===== src/rtl/lfsr_burst_ctrl_if.sv =====
// lfsr_burst_ctrl_if: control, backpressure and status bundle between the shell and the burst sequencer
interface lfsr_burst_ctrl_if #(
  parameter int CNT_W = 16,
  parameter int GAP_W = 8
);
  logic             start;
  logic             abort;
  logic [CNT_W-1:0] burst_len;
  logic [GAP_W-1:0] gap;
  logic             sink_full;
  logic             gen_cmd;
  logic             busy;
  logic             done;
  logic [CNT_W-1:0] issued;
  modport master (
    output start, abort, burst_len, gap, sink_full,
    input  gen_cmd, busy, done, issued
  );
  modport slave (
    input  start, abort, burst_len, gap, sink_full,
    output gen_cmd, busy, done, issued
  );
endinterface


===== src/rtl/lfsr_burst_ctrl.sv =====
// lfsr_burst_ctrl: issues a programmed number of gen_cmd pulses with a programmable idle gap
module lfsr_burst_ctrl #(
  parameter int CNT_W = 16,
  parameter int GAP_W = 8
) (
  input  logic clk,
  input  logic rst_n,
  lfsr_burst_ctrl_if.slave bus
);
  typedef enum logic [1:0] {IDLE, ISSUE, GAP} state_t;
  state_t           state, state_d;
  logic [CNT_W-1:0] len_q, len_d, issued_d;
  logic [GAP_W-1:0] gap_q, gap_d, gap_cnt, gap_cnt_d;
  logic             gen_d, done_d;
  // State, captured burst settings and registered outputs; busy tracks the next state
  always_ff @(posedge clk or negedge rst_n) begin
    if (!rst_n) begin
      state       <= IDLE;
      len_q       <= '0;
      gap_q       <= '0;
      gap_cnt     <= '0;
      bus.gen_cmd <= 1'b0;
      bus.busy    <= 1'b0;
      bus.done    <= 1'b0;
      bus.issued  <= '0;
    end else begin
      state       <= state_d;
      len_q       <= len_d;
      gap_q       <= gap_d;
      gap_cnt     <= gap_cnt_d;
      bus.gen_cmd <= gen_d;
      bus.busy    <= state_d != IDLE;
      bus.done    <= done_d;
      bus.issued  <= issued_d;
    end
  end
  // Next state and next outputs; abort wins over everything, sink_full only stalls the decision cycle
  always_comb begin
    state_d   = state;
    len_d     = len_q;
    gap_d     = gap_q;
    gap_cnt_d = gap_cnt;
    issued_d  = bus.issued;
    gen_d     = 1'b0;
    done_d    = 1'b0;
    case (state)
      IDLE: begin
        if (bus.start && !bus.abort) begin
          len_d    = bus.burst_len;
          gap_d    = bus.gap;
          issued_d = '0;
          done_d   = bus.burst_len == '0;
          state_d  = done_d ? IDLE : ISSUE;
        end
      end
      ISSUE: begin
        if (bus.abort) begin
          state_d = IDLE;
        end else if (!bus.sink_full) begin
          gen_d    = 1'b1;
          issued_d = bus.issued + CNT_W'(1);
          if (issued_d == len_q) begin
            done_d  = 1'b1;
            state_d = IDLE;
          end else if (gap_q != '0) begin
            state_d   = GAP;
            gap_cnt_d = gap_q;
          end
        end
      end
      GAP: begin
        if (bus.abort) begin
          state_d = IDLE;
        end else begin
          gap_cnt_d = gap_cnt - GAP_W'(1);
          state_d   = gap_cnt == GAP_W'(1) ? ISSUE : GAP;
        end
      end
      default: state_d = IDLE;
    endcase
  end
endmodule


===== src/flat_wrapper.sv =====
// flat-port wrapper written by rule: the top's interface ports become plain ports
module lfsr_burst_ctrl_flat 
#(
  parameter int CNT_W = 16,
  parameter int GAP_W = 8
)
  (clk, rst_n, bus_start, bus_abort, bus_burst_len, bus_gap, bus_sink_full, bus_gen_cmd, bus_busy, bus_done, bus_issued);
  lfsr_burst_ctrl_if #(.CNT_W(CNT_W), .GAP_W(GAP_W)) bus_i ();
  input  logic clk;
  input  logic rst_n;
  input wire logic [$bits(bus_i.start)-1:0] bus_start;
  input wire logic [$bits(bus_i.abort)-1:0] bus_abort;
  input wire logic [$bits(bus_i.burst_len)-1:0] bus_burst_len;
  input wire logic [$bits(bus_i.gap)-1:0] bus_gap;
  input wire logic [$bits(bus_i.sink_full)-1:0] bus_sink_full;
  output wire logic [$bits(bus_i.gen_cmd)-1:0] bus_gen_cmd;
  output wire logic [$bits(bus_i.busy)-1:0] bus_busy;
  output wire logic [$bits(bus_i.done)-1:0] bus_done;
  output wire logic [$bits(bus_i.issued)-1:0] bus_issued;
  assign bus_i.start = bus_start;
  assign bus_i.abort = bus_abort;
  assign bus_i.burst_len = bus_burst_len;
  assign bus_i.gap = bus_gap;
  assign bus_i.sink_full = bus_sink_full;
  assign bus_gen_cmd = bus_i.gen_cmd;
  assign bus_busy = bus_i.busy;
  assign bus_done = bus_i.done;
  assign bus_issued = bus_i.issued;
  lfsr_burst_ctrl #(.CNT_W(CNT_W), .GAP_W(GAP_W)) u_core (.clk(clk), .rst_n(rst_n), .bus(bus_i));
endmodule

===== config.mk =====
export PLATFORM = sky130hd
export DESIGN_NAME = lfsr_burst_ctrl_flat
export DESIGN_NICKNAME = d
export VERILOG_FILES = /design/src/rtl/lfsr_burst_ctrl_if.sv /design/src/rtl/lfsr_burst_ctrl.sv /design/src/flat_wrapper.sv
export SDC_FILE = /design/constraint.sdc
export NUM_CORES = 1
export LEC_CHECK = 0
export BUFFER_PORTS_ARGS = -buffer_cell sky130_fd_sc_hd__buf_2
export CORE_MARGIN = 1
export CORE_UTILIZATION = 43
export DETAILED_ROUTE_END_ITERATION = 8
export PLACE_DENSITY_LB_ADDON = 0.3
export SETUP_SLACK_MARGIN = 0.5
export SKIP_CTS_REPAIR_TIMING = 1
export SLEW_MARGIN = 10
export SYNTH_ARGS = -nofsm -noshare
export SYNTH_HDL_FRONTEND = slang
export SYNTH_SLANG_ARGS = --single-unit
export TNS_END_PERCENT = 10

===== constraint.sdc =====
create_clock -name clk -period 2.5 [get_ports clk]
set_clock_uncertainty 0.05 [all_clocks]
set_input_delay 0.125 -clock clk [delete_from_list [all_inputs] [get_ports clk]]
set_output_delay 0.125 -clock clk [all_outputs]
set_load 0.05 [all_outputs]

# Word-level counts from Yosys, hierarchy flattened
# Index checks and enable logic that the tools add are counted.
dict set report op_classes {
  add_sub_neg 2
  n_mux 27
  n_eq_ne 10
  reduce_logical 11
}
# operator count
set ops {}
lappend ops {{2-to-1 mux 16 bit} 3}
lappend ops {{2-to-1 mux 8 bit} 5}
lappend ops {{one-hot mux 16 bit (2 select lines)} 1}
lappend ops {{adder 16 x 1 -> 16 bit (second input constant)} 1}
lappend ops {{equality test 16 bit} 1}
lappend ops {{logical NOT 16 bit} 1}
lappend ops {{one-hot mux 8 bit (2 select lines)} 1}
lappend ops {{2-to-1 mux 2 bit} 7}
lappend ops {{equality test 8 x 1 -> 1 bit (second input constant)} 1}
lappend ops {{2-to-1 mux 1 bit} 8}
lappend ops {{!= test 2 bit (second input constant)} 4}
lappend ops {{nonzero test 8 bit} 1}
lappend ops {{subtractor 8 x 1 -> 8 bit (second input constant)} 1}
lappend ops {{one-hot mux 2 bit (3 select lines)} 1}
lappend ops {{AND reduction 6 bit} 1}
lappend ops {{nonzero test 2 bit} 3}
lappend ops {{!= test 2 x 1 -> 1 bit (second input constant)} 2}
lappend ops {{AND reduction 4 bit} 1}
lappend ops {{equality test 2 x 1 -> 1 bit (second input constant)} 1}
lappend ops {{equality test 2 bit (second input constant)} 1}
lappend ops {{logical NOT 2 bit} 1}
lappend ops {{one-hot mux 1 bit (2 select lines)} 1}
lappend ops {{AND reduction 2 bit} 1}
lappend ops {{logical AND 1 bit} 1}
lappend ops {{logical NOT 1 bit} 1}
dict set report word_totals {
  in_bits 29
  reg_bits 53
}

# Depth between registers and ports, before layout
dict set report logic_depth {
  word_depth 7
  mapped_depth 10
  ltp_nobuf 8
}

# Worst setup path before layout
# No wires, ideal clock.
dict set report synth_path {
  path_type {register to register}
  startpoint {reg u_core.bus.issued[5]}
  endpoint {reg u_core.gap_cnt[3]}
  synth_period_minus_slack_ps 3121
  path_stages_with_launch 11
  slack_ps -621
  t_required_ps 2311
  arrival_ps 2932
  cell_sequence {dfrtp_1 -> buf_2 -> nand3_4 -> or3_1 -> buf_6 -> or4_1 -> a221oi_1 -> o2111a_2 -> or2_2 -> buf_6 -> o221ai_1}
}
dict set report synth_via {
  elab_chain_cells 4
}
# item line
set synth_rtl {}
lappend synth_rtl {{start: declaration} lfsr_burst_ctrl_if.sv:21} ;# output gen_cmd, busy, done, issued
lappend synth_rtl {{start signal: assignment} lfsr_burst_ctrl.sv:34} ;# bus.issued <= issued_d;
lappend synth_rtl {{adder 16 x 1 -> 16 bit} lfsr_burst_ctrl.sv:61} ;# issued_d = bus.issued + CNT_W'(1);
lappend synth_rtl {{equality test 16 bit} lfsr_burst_ctrl.sv:62} ;# if (issued_d == len_q) begin
lappend synth_rtl {{!= test 2 bit (no source line)} --}
lappend synth_rtl {{AND reduction 6 bit (no source line)} --}
lappend synth_rtl {{end signal: assignment} lfsr_burst_ctrl.sv:30} ;# gap_cnt <= gap_cnt_d;
lappend synth_rtl {{end: declaration} lfsr_burst_ctrl.sv:13} ;# logic [GAP_W-1:0] gap_q, gap_d, gap_cnt, gap_cnt_d;
# No other way between the ends.
# A chain may end at the register's enable or synchronous reset.

# Worst setup path in the final report
dict set report layout_path {
  startpoint {reg u_core.bus.issued[11]}
  endpoint {reg u_core.gap_cnt[0]}
}
# Same word-level chain as after synthesis.

==> impl_metrics.csv <==
group,metric,value,unit
global_route,grt_start_max_net_pins,54,
worst_hold_path,hold_end,"u_core.gap_q[1]",
floorplan,start_util,44.6,%
worst_setup_path,r2r_start,"u_core.bus.issued[11]",
floorplan,num_rows,30,
worst_setup_path,timing.rr.end,"u_core.gap_cnt[0]",
power,p_int,0.00166,W
detailed_routing,drc,0,
detailed_routing,drtIter0Drc,141,
worst_setup_path,cp.arrival,2.65,ns
worst_hold_path,min_path_cells,2,
power,comb_power_share,32.5,%
worst_hold_path,hold_class,"primary input to register",
power,p_seq_share,48.3,%
timing,min_period,2.49,ns
clock_tree,clock-sinks,53,
timing,setup_violations,0,
timing,final_max_slew_viol_count,0,
logic_synthesis,ys_seq_area_share,43.5,%
logic_synthesis,syn_area,3050,µm²
final_layout,nets,425,
final_layout,drive_gt1_share,39.6,%
power,power.density,643,nW/µm²
timing,setup_tns,0,ns
floorplan,die_w,86.2,µm
detailed_routing,drt_first_pass_iters,4,
global_route,track_usage,21.1,%
worst_setup_path,end_kind,"register",
worst_setup_path,ff2ff_setup_slack,0.01,ns
outcome,outcome,"complete, but fails checks",
placed_design,portBuffers,47,
power,p_switching,0.000866,W
logic_synthesis,ys_types,54,
timing,fmax,402,MHz
timing,slew_headroom,54.9,%
detailed_routing,avgViaCountPerCell,5.61,
final_layout,finish.utilization,57.6,%
worst_setup_path,path_class,"register to register",
global_route,grt_pass1_vias,2466,
power,power_frac_clock,19.1,%
final_layout,area_growth_syn_to_layout,29.1,%
worst_setup_path,r2r_cells,8,
clock_tree,clk_path_buf_depth,2,
logic_synthesis,syn_avg_cell_area,9.80,µm²
clock_tree,ctsRootBufferMaster,"clkbuf_8",
placed_design,gp_congestion,0.834,
power,cellLeakagePower,1.70,nW
worst_setup_path,crit_required,2.66,ns
floorplan,die_y,86.2,µm
logic_synthesis,ys_ff_latch,53,
logic_synthesis,synthCells,311,
detailed_routing,drtAntennaViolNets,0,
floorplan,ioPinCount,48,
timing,min_period_over_period,99.6,%
logic_synthesis,syn-num-nets,343,
floorplan,core,6830,µm²
power,swShare,34.2,%
run,drv_cap,0,
timing,rsz0062_at_grt,"yes",
clock_tree,h-tree-depth,2,
clock_tree,cts_buffers,5,
detailed_routing,num_vias,2748,
detailed_routing,wire_per_inst,15.9,µm
timing,whs,-0.00521,ns
floorplan,dieArea,7430,µm²
global_route,antenna_found_initial,0,
final_layout,diodes,0,
logic_synthesis,async_flop_share,100,%
logic_synthesis,ys.flop_type,"dfrtp_1",
logic_synthesis,ys_warn_count,0,
clock_tree,clkTransAtPathRegs,0.10,ns
worst_hold_path,hp-start,"bus_gap[1]",
clock_tree,insertion_delay,0.31,ns
clock_tree,cts_tree,"built",
power,vdd_ir_drop_max,0.000330,V
global_route,grt_pass1_wl,12100,µm
worst_setup_path,start_kind,"register",
worst_setup_path,crit_fanout,7,
timing,hold_viol_final,1,
detailed_routing,finalWirelength,7790,µm
placed_design,dp_hpwl,5580,µm
timing,worst_pin_slew,0.677,ns
logic_synthesis,synth_edf_count,0,
outcome,violations,"negative hold slack",
global_route,grt-ovfl-total,0,
## metrics by stage
step	cell area, µm²	instances	total power [W]	worst slack (ns)
4_1_cts	3690	476	0.00247	-0.0430
3_5_place_dp	3600	468	0.00199	-0.0318
5_1_grt	3930	490	0.00268	-0.0584
6_report	3930	490	0.00253	0.0103
3_3_place_gp	3600	468	0.00196	-0.0426
2_1_floorplan	3140	311	0.00177	-0.188
## logic make-up after synthesis
logic type,share of synthesized area [%]
XOR/XNOR,6.40
multiplexers,8.50
flip-flops,43.5
buffers and inverters,3.86
adder cells (fa/ha/maj),1.23
AND/OR/NAND/NOR,18.8
AO/OA/AOI/OAI,17.7
## worst max-delay path by stage
stage | start | endpoint | slack (ns) | depth (start not counted)
floorplan | u_core.bus.issued[4] | u_core.gap_cnt[1] | -0.19 | 10
global placement | u_core.bus.issued[1] | u_core.gap_cnt[1] | -0.04 | 9
detailed placement | u_core.bus.issued[1] | u_core.gap_cnt[1] | -0.03 | 9
CTS | u_core.bus.issued[1] | u_core.gap_cnt[1] | -0.04 | 9
global route | u_core.bus.issued[0] | u_core.gap_cnt[0] | -0.06 | 9
finish | u_core.bus.issued[11] | u_core.gap_cnt[0] | 0.01 | 8
## area by class of cell
type	instances	area (µm²)
multi-input cells	233	1750
inverters	8	30.0
repair buffers	92	601
well taps	96	120
clock inverters	2	15.0
fillers	618	2900
flip-flops and latches	53	1340
clock buffers	6	72.6
## state kept, by name (all words and copies together), names as in the netlist
register and cells:
u_core.len_q 16, u_core.bus.done 1, u_core.state 2, u_core.bus.busy 1, u_core.gap_cnt 8, u_core.bus.gen_cmd 1
u_core.gap_q 8, u_core.bus.issued 16
## power groups by stage
| stage | clock network, W | logic, W | registers, W |
|---|---|---|---|
| finish | 0.000484 | 0.000823 | 0.00122 |
| global route | 0.000535 | 0.000900 | 0.00125 |
| CTS | 0.000499 | 0.000755 | 0.00122 |
| detailed placement | 0 | 0.000752 | 0.00124 |
| global placement | 0 | 0.000734 | 0.00122 |
| floorplan | 0 | 0.000534 | 0.00124 |
## synth_stat cells (5+ instances only)
master     n  area [µm²]
nand3_1   10        50.1
or3_1     10        62.6
mux2_2    23         259
nand2_1   30         113
dfrtp_1   53        1330
o41ai_1    5        43.8
o31ai_1   10        75.1
nor2_1    17        63.8
nor2b_1    5        31.3
nor4_1    11        68.8
a21oi_1   11        55.1
xnor2_1   13         114
clkbuf_1  11        41.3
o21ai_0   20         100
inv_1      8        30.0
## worst max-delay path, stage by stage (launching register included)
cell      delay (ns)
dfrtp_2         0.38
nand3_2         0.07
or3_4           0.43
buf_4           0.17
o31ai_2         0.35
a221oi_4        0.12
o2111a_2        0.23
or2_2           0.37
o211a_1         0.22
## per-layer routing
| metal | up-vias | track usage, % | wire [µm] |
|---|---|---|---|
| li1 | 1318 | - | - |
| met1 | 1347 | 28.5 | 3440 |
| met2 | 67 | 33.5 | 3810 |
| met3 | 16 | 3.81 | 344 |
| met4 | 0 | 8.94 | 193 |
| met5 | - | 0 | 0 |
## cell usage in the layout, fill, tap and decap left out, drive strengths merged, types with 6 or more instances in the layout
master / count
or3: 10
dfrtp: 53
o31ai: 10
a21oi: 11
nand3: 11
dlygate4sd3: 8
o21ai: 21
inv: 8
mux2: 23
nor2: 17
nor4: 11
nand2: 30
clkbuf: 6
xnor2: 13
buf: 84
(Power assumes the default switching activity.)
